==> config.mk <==
export PLATFORM = sky130hd
export DESIGN_NAME = div_iter_flat
export DESIGN_NICKNAME = d
export VERILOG_FILES = /design/src/rtl/div_iter_if.sv /design/src/rtl/div_iter.sv /design/src/flat_wrapper.sv
export SDC_FILE = /design/constraint.sdc
export NUM_CORES = 1
export LEC_CHECK = 0
export BUFFER_PORTS_ARGS = -buffer_cell sky130_fd_sc_hd__clkbuf_2
export CAP_MARGIN = 20
export CORE_MARGIN = 2
export CORE_UTILIZATION = 30
export DETAILED_ROUTE_END_ITERATION = 8
export SLEW_MARGIN = 20
export SYNTH_ARGS = -nofsm -noshare
export SYNTH_HDL_FRONTEND = slang
export SYNTH_SLANG_ARGS = --single-unit
==> constraint.sdc <==
create_clock -name clk -period 7.1 [get_ports clk]
set_input_delay 1.42 -clock clk [delete_from_list [all_inputs] [get_ports clk]]
set_output_delay 1.42 -clock clk [all_outputs]
set_load 0.005 [all_outputs]
==> src/rtl/div_iter_if.sv <==
// Handshake bundle between the EX stage and the iterative divider.
// The EX side drives operands/start/annul; the divider returns result, ready and stall request.
interface div_iter_if #(
  parameter int unsigned WIDTH = 32
);
  logic               signed_div_i;
  logic [WIDTH-1:0]   opdata1_i;
  logic [WIDTH-1:0]   opdata2_i;
  logic               start_i;
  logic               annul_i;
  logic [2*WIDTH-1:0] result_o;
  logic               ready_o;
  logic               stallreq_o;

  modport master (
    output signed_div_i, opdata1_i, opdata2_i, start_i, annul_i,
    input  result_o, ready_o, stallreq_o
  );

  modport slave (
    input  signed_div_i, opdata1_i, opdata2_i, start_i, annul_i,
    output result_o, ready_o, stallreq_o
  );
endinterface

==> src/rtl/div_iter.sv <==
// Iterative radix-2 restoring divider for DIV/DIVU, one quotient bit per cycle.
// Result is {remainder, quotient}; stallreq_o holds the pipeline until ready_o rises.
module div_iter #(
  parameter int unsigned WIDTH = 32
) (
  input logic       clk,
  input logic       rst,
  div_iter_if.slave bus
);
  localparam int unsigned CntW = $clog2(WIDTH);

  typedef enum logic [1:0] {StIdle, StByZero, StOn, StEnd} state_e;

  state_e             state_q, state_d;
  logic [CntW-1:0]    cnt_q, cnt_d;
  logic [WIDTH-1:0]   dvd_q, dvd_d;   // dividend bits shift out MSB-first, quotient bits shift in
  logic [WIDTH-1:0]   dvs_q, dvs_d;
  logic [WIDTH-1:0]   rem_q, rem_d;
  logic               neg_quot_q, neg_quot_d;
  logic               neg_rem_q, neg_rem_d;
  logic [2*WIDTH-1:0] result_q, result_d;
  logic               ready_q, ready_d;

  logic [WIDTH-1:0] op1_mag, op2_mag;
  logic [WIDTH:0]   trial;
  logic             q_bit;
  logic [WIDTH-1:0] rem_step, dvd_step, quot_fix, rem_fix;

  // Most-negative operand negates to itself, which reads as 2^(WIDTH-1) unsigned.
  assign op1_mag = (bus.signed_div_i && bus.opdata1_i[WIDTH-1]) ? -bus.opdata1_i
                                                                : bus.opdata1_i;
  assign op2_mag = (bus.signed_div_i && bus.opdata2_i[WIDTH-1]) ? -bus.opdata2_i
                                                                : bus.opdata2_i;

  assign trial    = {rem_q, dvd_q[WIDTH-1]} - {1'b0, dvs_q};
  assign q_bit    = ~trial[WIDTH];
  assign rem_step = q_bit ? trial[WIDTH-1:0] : {rem_q[WIDTH-2:0], dvd_q[WIDTH-1]};
  assign dvd_step = {dvd_q[WIDTH-2:0], q_bit};
  assign quot_fix = neg_quot_q ? -dvd_step : dvd_step;
  assign rem_fix  = neg_rem_q ? -rem_step : rem_step;

  always_comb begin
    state_d    = state_q;
    cnt_d      = cnt_q;
    dvd_d      = dvd_q;
    dvs_d      = dvs_q;
    rem_d      = rem_q;
    neg_quot_d = neg_quot_q;
    neg_rem_d  = neg_rem_q;
    result_d   = result_q;
    ready_d    = ready_q;

    if (bus.annul_i) begin
      state_d  = StIdle;
      cnt_d    = '0;
      ready_d  = 1'b0;
      result_d = '0;
    end else begin
      unique case (state_q)
        StIdle: begin
          if (bus.start_i) begin
            dvd_d      = op1_mag;
            dvs_d      = op2_mag;
            rem_d      = '0;
            cnt_d      = '0;
            neg_quot_d = bus.signed_div_i & (bus.opdata1_i[WIDTH-1] ^ bus.opdata2_i[WIDTH-1]);
            neg_rem_d  = bus.signed_div_i & bus.opdata1_i[WIDTH-1];
            state_d    = (bus.opdata2_i == '0) ? StByZero : StOn;
          end
        end
        StByZero: begin
          state_d  = StEnd;
          ready_d  = 1'b1;
          result_d = '0;
        end
        StOn: begin
          rem_d = rem_step;
          dvd_d = dvd_step;
          cnt_d = cnt_q + 1'b1;
          // Final bit: sign-fixed result goes straight into the output register.
          if (cnt_q == CntW'(WIDTH - 1)) begin
            state_d  = StEnd;
            ready_d  = 1'b1;
            result_d = {rem_fix, quot_fix};
          end
        end
        StEnd: begin
          if (!bus.start_i) begin
            state_d  = StIdle;
            ready_d  = 1'b0;
            result_d = '0;
          end
        end
        default: state_d = StIdle;
      endcase
    end
  end

  always_ff @(posedge clk) begin
    if (rst) begin
      state_q    <= StIdle;
      cnt_q      <= '0;
      dvd_q      <= '0;
      dvs_q      <= '0;
      rem_q      <= '0;
      neg_quot_q <= 1'b0;
      neg_rem_q  <= 1'b0;
      result_q   <= '0;
      ready_q    <= 1'b0;
    end else begin
      state_q    <= state_d;
      cnt_q      <= cnt_d;
      dvd_q      <= dvd_d;
      dvs_q      <= dvs_d;
      rem_q      <= rem_d;
      neg_quot_q <= neg_quot_d;
      neg_rem_q  <= neg_rem_d;
      result_q   <= result_d;
      ready_q    <= ready_d;
    end
  end

  assign bus.result_o   = result_q;
  assign bus.ready_o    = ready_q;
  assign bus.stallreq_o = bus.start_i & ~ready_q & ~bus.annul_i & ~rst;
endmodule

==> src/flat_wrapper.sv <==
// flat-port wrapper written by rule: the top's interface ports become plain ports
module div_iter_flat 
#(
  parameter int unsigned WIDTH = 32
)
  (clk, rst, bus_signed_div_i, bus_opdata1_i, bus_opdata2_i, bus_start_i, bus_annul_i, bus_result_o, bus_ready_o, bus_stallreq_o);
  div_iter_if #(.WIDTH(WIDTH)) bus_i ();
  input logic clk;
  input logic rst;
  input wire logic [$bits(bus_i.signed_div_i)-1:0] bus_signed_div_i;
  input wire logic [$bits(bus_i.opdata1_i)-1:0] bus_opdata1_i;
  input wire logic [$bits(bus_i.opdata2_i)-1:0] bus_opdata2_i;
  input wire logic [$bits(bus_i.start_i)-1:0] bus_start_i;
  input wire logic [$bits(bus_i.annul_i)-1:0] bus_annul_i;
  output wire logic [$bits(bus_i.result_o)-1:0] bus_result_o;
  output wire logic [$bits(bus_i.ready_o)-1:0] bus_ready_o;
  output wire logic [$bits(bus_i.stallreq_o)-1:0] bus_stallreq_o;
  assign bus_i.signed_div_i = bus_signed_div_i;
  assign bus_i.opdata1_i = bus_opdata1_i;
  assign bus_i.opdata2_i = bus_opdata2_i;
  assign bus_i.start_i = bus_start_i;
  assign bus_i.annul_i = bus_annul_i;
  assign bus_result_o = bus_i.result_o;
  assign bus_ready_o = bus_i.ready_o;
  assign bus_stallreq_o = bus_i.stallreq_o;
  div_iter #(.WIDTH(WIDTH)) u_core (.clk(clk), .rst(rst), .bus(bus_i));
endmodule
# Word level (Yosys, flattened, before mapping)
# Index checks and enable logic that the tools add are counted.
[op_classes] addsub=6 eq_ne=7 muxes=22 bitwise_logic=10 n_reduce_logical=12
[op_table] op="$mux 32" count=7
[op_table] op="$pmux 64 s3" count=1
[op_table] op="$mux 64" count=2
[op_table] op="$neg 32->32" count=4
[op_table] op="$pmux 32 s2" count=2
[op_table] op="$sub 33x32->33" count=1
[op_table] op="$logic_not 32->1" count=1
[op_table] op="$reduce_and 3->1" count=4
[op_table] op="$pmux 5 s2" count=1
[op_table] op="$mux 2" count=4
[op_table] op="$pmux 2 s4" count=1
[op_table] op="$add 5x1->5 const B" count=1
[op_table] op="$and 1x1->1" count=5
[op_table] op="$eq 5x5->1 const B" count=1
[op_table] op="$mux 5" count=1
[op_table] op="$eq 2x2->1 const B" count=2
[op_table] op="$ne 2x2->1 const B" count=2
[op_table] op="$not 1->1" count=4
[op_table] op="$pmux 1 s3" count=1
[op_table] op="$reduce_bool 3->1" count=1
[op_table] op="$eq 2x1->1 const B" count=1
[op_table] op="$logic_and 1x1->1" count=2
[op_table] op="$logic_not 2->1" count=1
[op_table] op="$mux 1" count=2
[op_table] op="other kinds (5)" count=5
[totals] regBits=170 in_bits=69 out_inout_bits=66 wordCells=66

# Logic depth before layout (Yosys ltp)
[logic_depth] ltp_word=6 depth_mapped=24

# Worst setup path after synthesis
# No wires, ideal clock.
[synth_path] kind="reg2reg" from="reg u_core.dvd_q[31]" to="reg u_core.result_q[20] (netlist: u_core.bus.result_o[20])" setup_time_ns=0.128 t_arrival_ns=4.903 required_ns=6.972 setup_slack_ns=2.069 stages_incl_launch_ff=23 path_buffers=3 path_cell_list="dfxtp_1 inv_1 ha_1 inv_1 fa_1 a211oi_2 o211a_1 o221ai_1 and3_1 nor3_4 nor2_8 inv_2 clkbuf_1 buf_1 ha_1 or3b_1 or3_1 clkbuf_1 or4_1 o41ai_1 xnor2_1 a22oi_1 nor2_1"
[synth_via] elab_chain_cells=6
[synth_rtl] item="start, declared" line="div_iter.sv:16" rtl="logic [WIDTH-1:0] dvd_q, dvd_d;"
[synth_rtl] item="start signal, assigned" line="div_iter.sv:113" rtl="dvd_q <= dvd_d;"
[synth_rtl] item="$sub 33x32->33" line="div_iter.sv:35" rtl="assign trial = {rem_q, dvd_q[WIDTH-1]} - {1'b0, dvs_q};"
[synth_rtl] item="$not 1->1" line="div_iter.sv:36" rtl="assign q_bit = ~trial[WIDTH];"
[synth_rtl] item="$neg 32->32" line="div_iter.sv:39" rtl="assign quot_fix = neg_quot_q ? -dvd_step : dvd_step;"
[synth_rtl] item="$mux 32" line="div_iter.sv:39"
[synth_rtl] item="$mux 64" line="div_iter.sv:81" rtl="if (cnt_q == CntW'(WIDTH - 1)) begin"
[synth_rtl] item="$pmux 64 s3" line="div_iter.sv:59" rtl="unique case (state_q)"
[synth_rtl] item="end signal, assigned" line="div_iter.sv:118" rtl="result_q <= result_d;"
[synth_rtl] item="end, declared" line="div_iter.sv:21" rtl="logic [2*WIDTH-1:0] result_q, result_d;"
# Every way passes these cells. The select of a mux whose other input is x is not followed.
# A chain may end at the register's enable or synchronous reset.

# Final worst setup path
[layout_path] from="reg u_core.rem_q[16]" to="reg u_core.result_q[56] (netlist: u_core.bus.result_o[56])"
[layout_via] elab_chain_cells=6
[layout_rtl] item="start, declared" line="div_iter.sv:18" rtl="logic [WIDTH-1:0] rem_q, rem_d;"
[layout_rtl] item="start signal, assigned" line="div_iter.sv:115" rtl="rem_q <= rem_d;"
[layout_rtl] item="$sub 33x32->33" line="div_iter.sv:35"
[layout_rtl] item="$mux 32 *" line="div_iter.sv:37" rtl="assign rem_step = q_bit ? trial[WIDTH-1:0] : {rem_q[WIDTH-2:0], dvd_q[WIDTH-1]};"
[layout_rtl] item="$neg 32->32" line="div_iter.sv:40" rtl="assign rem_fix = neg_rem_q ? -rem_step : rem_step;"
[layout_rtl] item="$mux 32 *" line="div_iter.sv:40"
[layout_rtl] item="$mux 64 *" line="div_iter.sv:81"
[layout_rtl] item="$pmux 64 s3 *" line="div_iter.sv:59"
# Mark *: on every way between the ends. The rest lies on a longest branch, timed or not. The select of a mux whose other input is x is not followed.

==> results.ini <==
[grt]
grt-ovfl-total=0
grt_usage_pct=18.8
grt_pass1_wl_um=60500
grt_max_degree=83
grt_pass1_vias=10700
grt_antenna_before_repair=4

[synth]
syn_area_per_cell_um2=7.36
post-synth-top-count-cell=nand2_1
synthFlopType=dfxtp_1
synth.area.top_cells=dfxtp_1, nand2_1, a21oi_1
async_reset_ff_share_pct=0
yosysTopAreaCell=dfxtp_1
ys_seq_area_share_pct=29.3
synth_seq_cells=170
yosysTopAreaCellShare_pct=29.3
netlist_instances=1580
ys_warn_count=0
synthTopCellsByCount=nand2_1, nor2_1, dfxtp_1
synth_cell_types=80
synth_area_um2=11600
synth-edff-count=0
synth_nets=1691

[placement]
dpl.cell_count=2151
gp_congestion=0.911
numPortBuffers=134
dp_hpwl_um=29300

[critical_path]
cpPeakStageDelay_ps=620
cp-end-kind=flop
endpoint=u_core.bus.result_o[56]
arrival_ps=5650
cp_top_family=compound AO/OA/AOI/OAI gates
r2r_setup_slack_ps=1840
worstPathCellList=ha_1 > a21oi_1 > o21a_1 > o211ai_1 > a221oi_1 > a21oi_4 > nor2_8 > inv_2 > nand2_1 > o21ai_0 > inv_1 > ha_1 > nand3_1 > nor3_1 > a21oi_1 > o41ai_1 > o21ai_1 > xor2_1 > o21ai_1
worstPathRequired_ps=7490
path_depth=19
crit_path_start=u_core.rem_q[16]
path_class=reg -> reg
critPathLaunchType=flop
crit_fanout=37
reg2reg_to=u_core.bus.result_o[56]
rr_worst_depth=19
timing.rr.start=u_core.rem_q[16]
crit_path_top_delay_cell=nor2_8
cp_num_buf_inv=2

[timing]
skew_ps=11.7
period_needed_ps=5260
fmax_mhz=190
final-max-slew-violation-count=0
setup_tns_ps=0
max-slew-margin-rel_pct=28.0
hold_viol=0
setup_violations=0
tightest_slew_ps=1050
rsz0062_at_grt=no
period_share_pct=74.1

[routing]
wl_um=38200
viasPerCell=5.31
antenna_left=0
firstDrtPassIters=5
routedWlPerCell_um=17.5
route.detailed.drc=0
drt-initial-drc-count=1002
vias=11600

[clock_tree]
hold_buffers=0
cts_tree=yes
clk_pin_slew_ps=70
cts-buffers-inserted=17
cts.repair.resized=0
root_buffer=clkbuf_16
cts_sinks=170
post-cts-setup-buffers=0
max-clock-path-buffers=2
clkLatencyLatePin_ps=460
cts_max_level=4

[run]
drv_cap=0

[status]
status=complete, no violations

[final_layout]
layout-drive-gt1-share_pct=12.3
layoutNonFillerInstCount=2182
fin_nets=1763
areaGrowthSynthToFinish_pct=14.2
antennaDiodeCount=0

[hold_path]
hp-class=reg -> reg
worstHoldStart=u_core.bus.result_o[50]

[floorplanning]
num_io_pins=135
initial_core_util_pct=30.2
die_x_um=201
core_region_area_um2=38500
row_count=72
die_area_um2=40300
die_h_um=201

[pwr]
power.density_nw_per_um2=193
leakagePower_nw=5.01
ir_drop_mv=0.147

[registers in the layout, indices dropped and copies added (netlist names)]
| name | cells |
|---|---|
| u_core.bus.result_o | 64 |
| u_core.dvd_q | 32 |
| u_core.dvs_q | 32 |
| u_core.rem_q | 32 |
| u_core.cnt_q | 5 |
| u_core.state_q | 2 |
| u_core.bus.ready_o | 1 |
| u_core.neg_quot_q | 1 |
| u_core.neg_rem_q | 1 |
[metal layers]
metal | up-vias | wire [um] | track usage [%]
met5 | - | 47 | 0
met2 | 339 | 16300 | 28.1
met1 | 5422 | 18700 | 26.7
met4 | 8 | 682 | 5.69
met3 | 45 | 2450 | 4.19
li1 | 5773 | - | -
[worst register-to-register path, stage by stage, from the launching register on]
cell      delay, ps
dfxtp_1         350
ha_1            430
a21oi_1         330
o21a_1          220
o211ai_1        140
a221oi_1        520
a21oi_4         210
nor2_8          620
inv_2           130
nand2_1         100
o21ai_0         150
inv_1           100
ha_1            230
nand3_1         120
nor3_1          340
a21oi_1         250
o41ai_1         510
o21ai_1         150
xor2_1          170
o21ai_1         120
[kinds of logic after synthesis]
family,Yosys count,share of synthesized area (%)
AO/OA/AOI/OAI,477,26.3
XOR/XNOR,138,10.4
adder cells (fa/ha/maj),42,4.59
buffers and inverters,156,5.20
flip-flops,170,29.3
multiplexers,23,2.05
AND/OR/NAND/NOR,574,22.2
[stage by stage]
stage	power, mW	instance area (um2)	hold WS, ps	util, %	setup WS, ps
floorplan	1.45	11600	432	-	2070
global placement	1.61	12700	441	33.0	2140
detailed placement	1.62	12700	447	33.0	2000
CTS	2.57	13300	456	34.5	1960
global route	2.68	13300	474	34.5	1440
finish	2.56	13300	452	34.5	1840
[placed cells by master (no fill, tap or decap), types with 7 or more instances in the layout]
cell,n
nand2b_1,10
a21o_1,9
o21ai_0,96
and3_1,9
buf_4,14
a211oi_1,30
a21oi_1,141
nand2_1,225
a22oi_1,44
nand3_1,28
mux2i_1,17
o31ai_1,24
nor2_1,178
clkbuf_16,17
ha_1,40
o211ai_1,10
o21a_1,7
o21ai_1,32
o41ai_1,15
or3_1,19
dfxtp_1,170
or4_1,10
xnor2_1,67
xor2_1,71
nor3_1,26
nor4_1,17
and2_1,9
clkbuf_2,133
inv_1,61
nand4_1,13
[report_power, final]
part | switching (mW) | internal (mW)
clock network | 0.427 | 0.530
logic | 0.384 | 0.200
registers | 0.0332 | 0.984
total | 0.844 | 1.71
[worst min path at each step]
stage	end	slack, ps	cells past startpoint
after floorplan	u_core.dvs_q[14]	430	2
after global placement	u_core.bus.result_o[30]	440	2
after detailed placement	u_core.bus.result_o[30]	450	2
after CTS	u_core.bus.result_o[30]	460	2
after global routing	u_core.bus.result_o[19]	470	2
final	u_core.bus.result_o[50]	450	2
[layout make-up]
type | count | area, um2
Clock inverter | 12 | 140
Multi-Input combinational cell | 1254 | 7630
Fill cell | 4137 | 25200
Sequential cell | 170 | 3400
Timing Repair Buffer | 147 | 771
Inverter | 62 | 233
Tap cell | 518 | 648
Clock buffer | 19 | 443
Note: power is estimated with default switching activity, not from simulation.
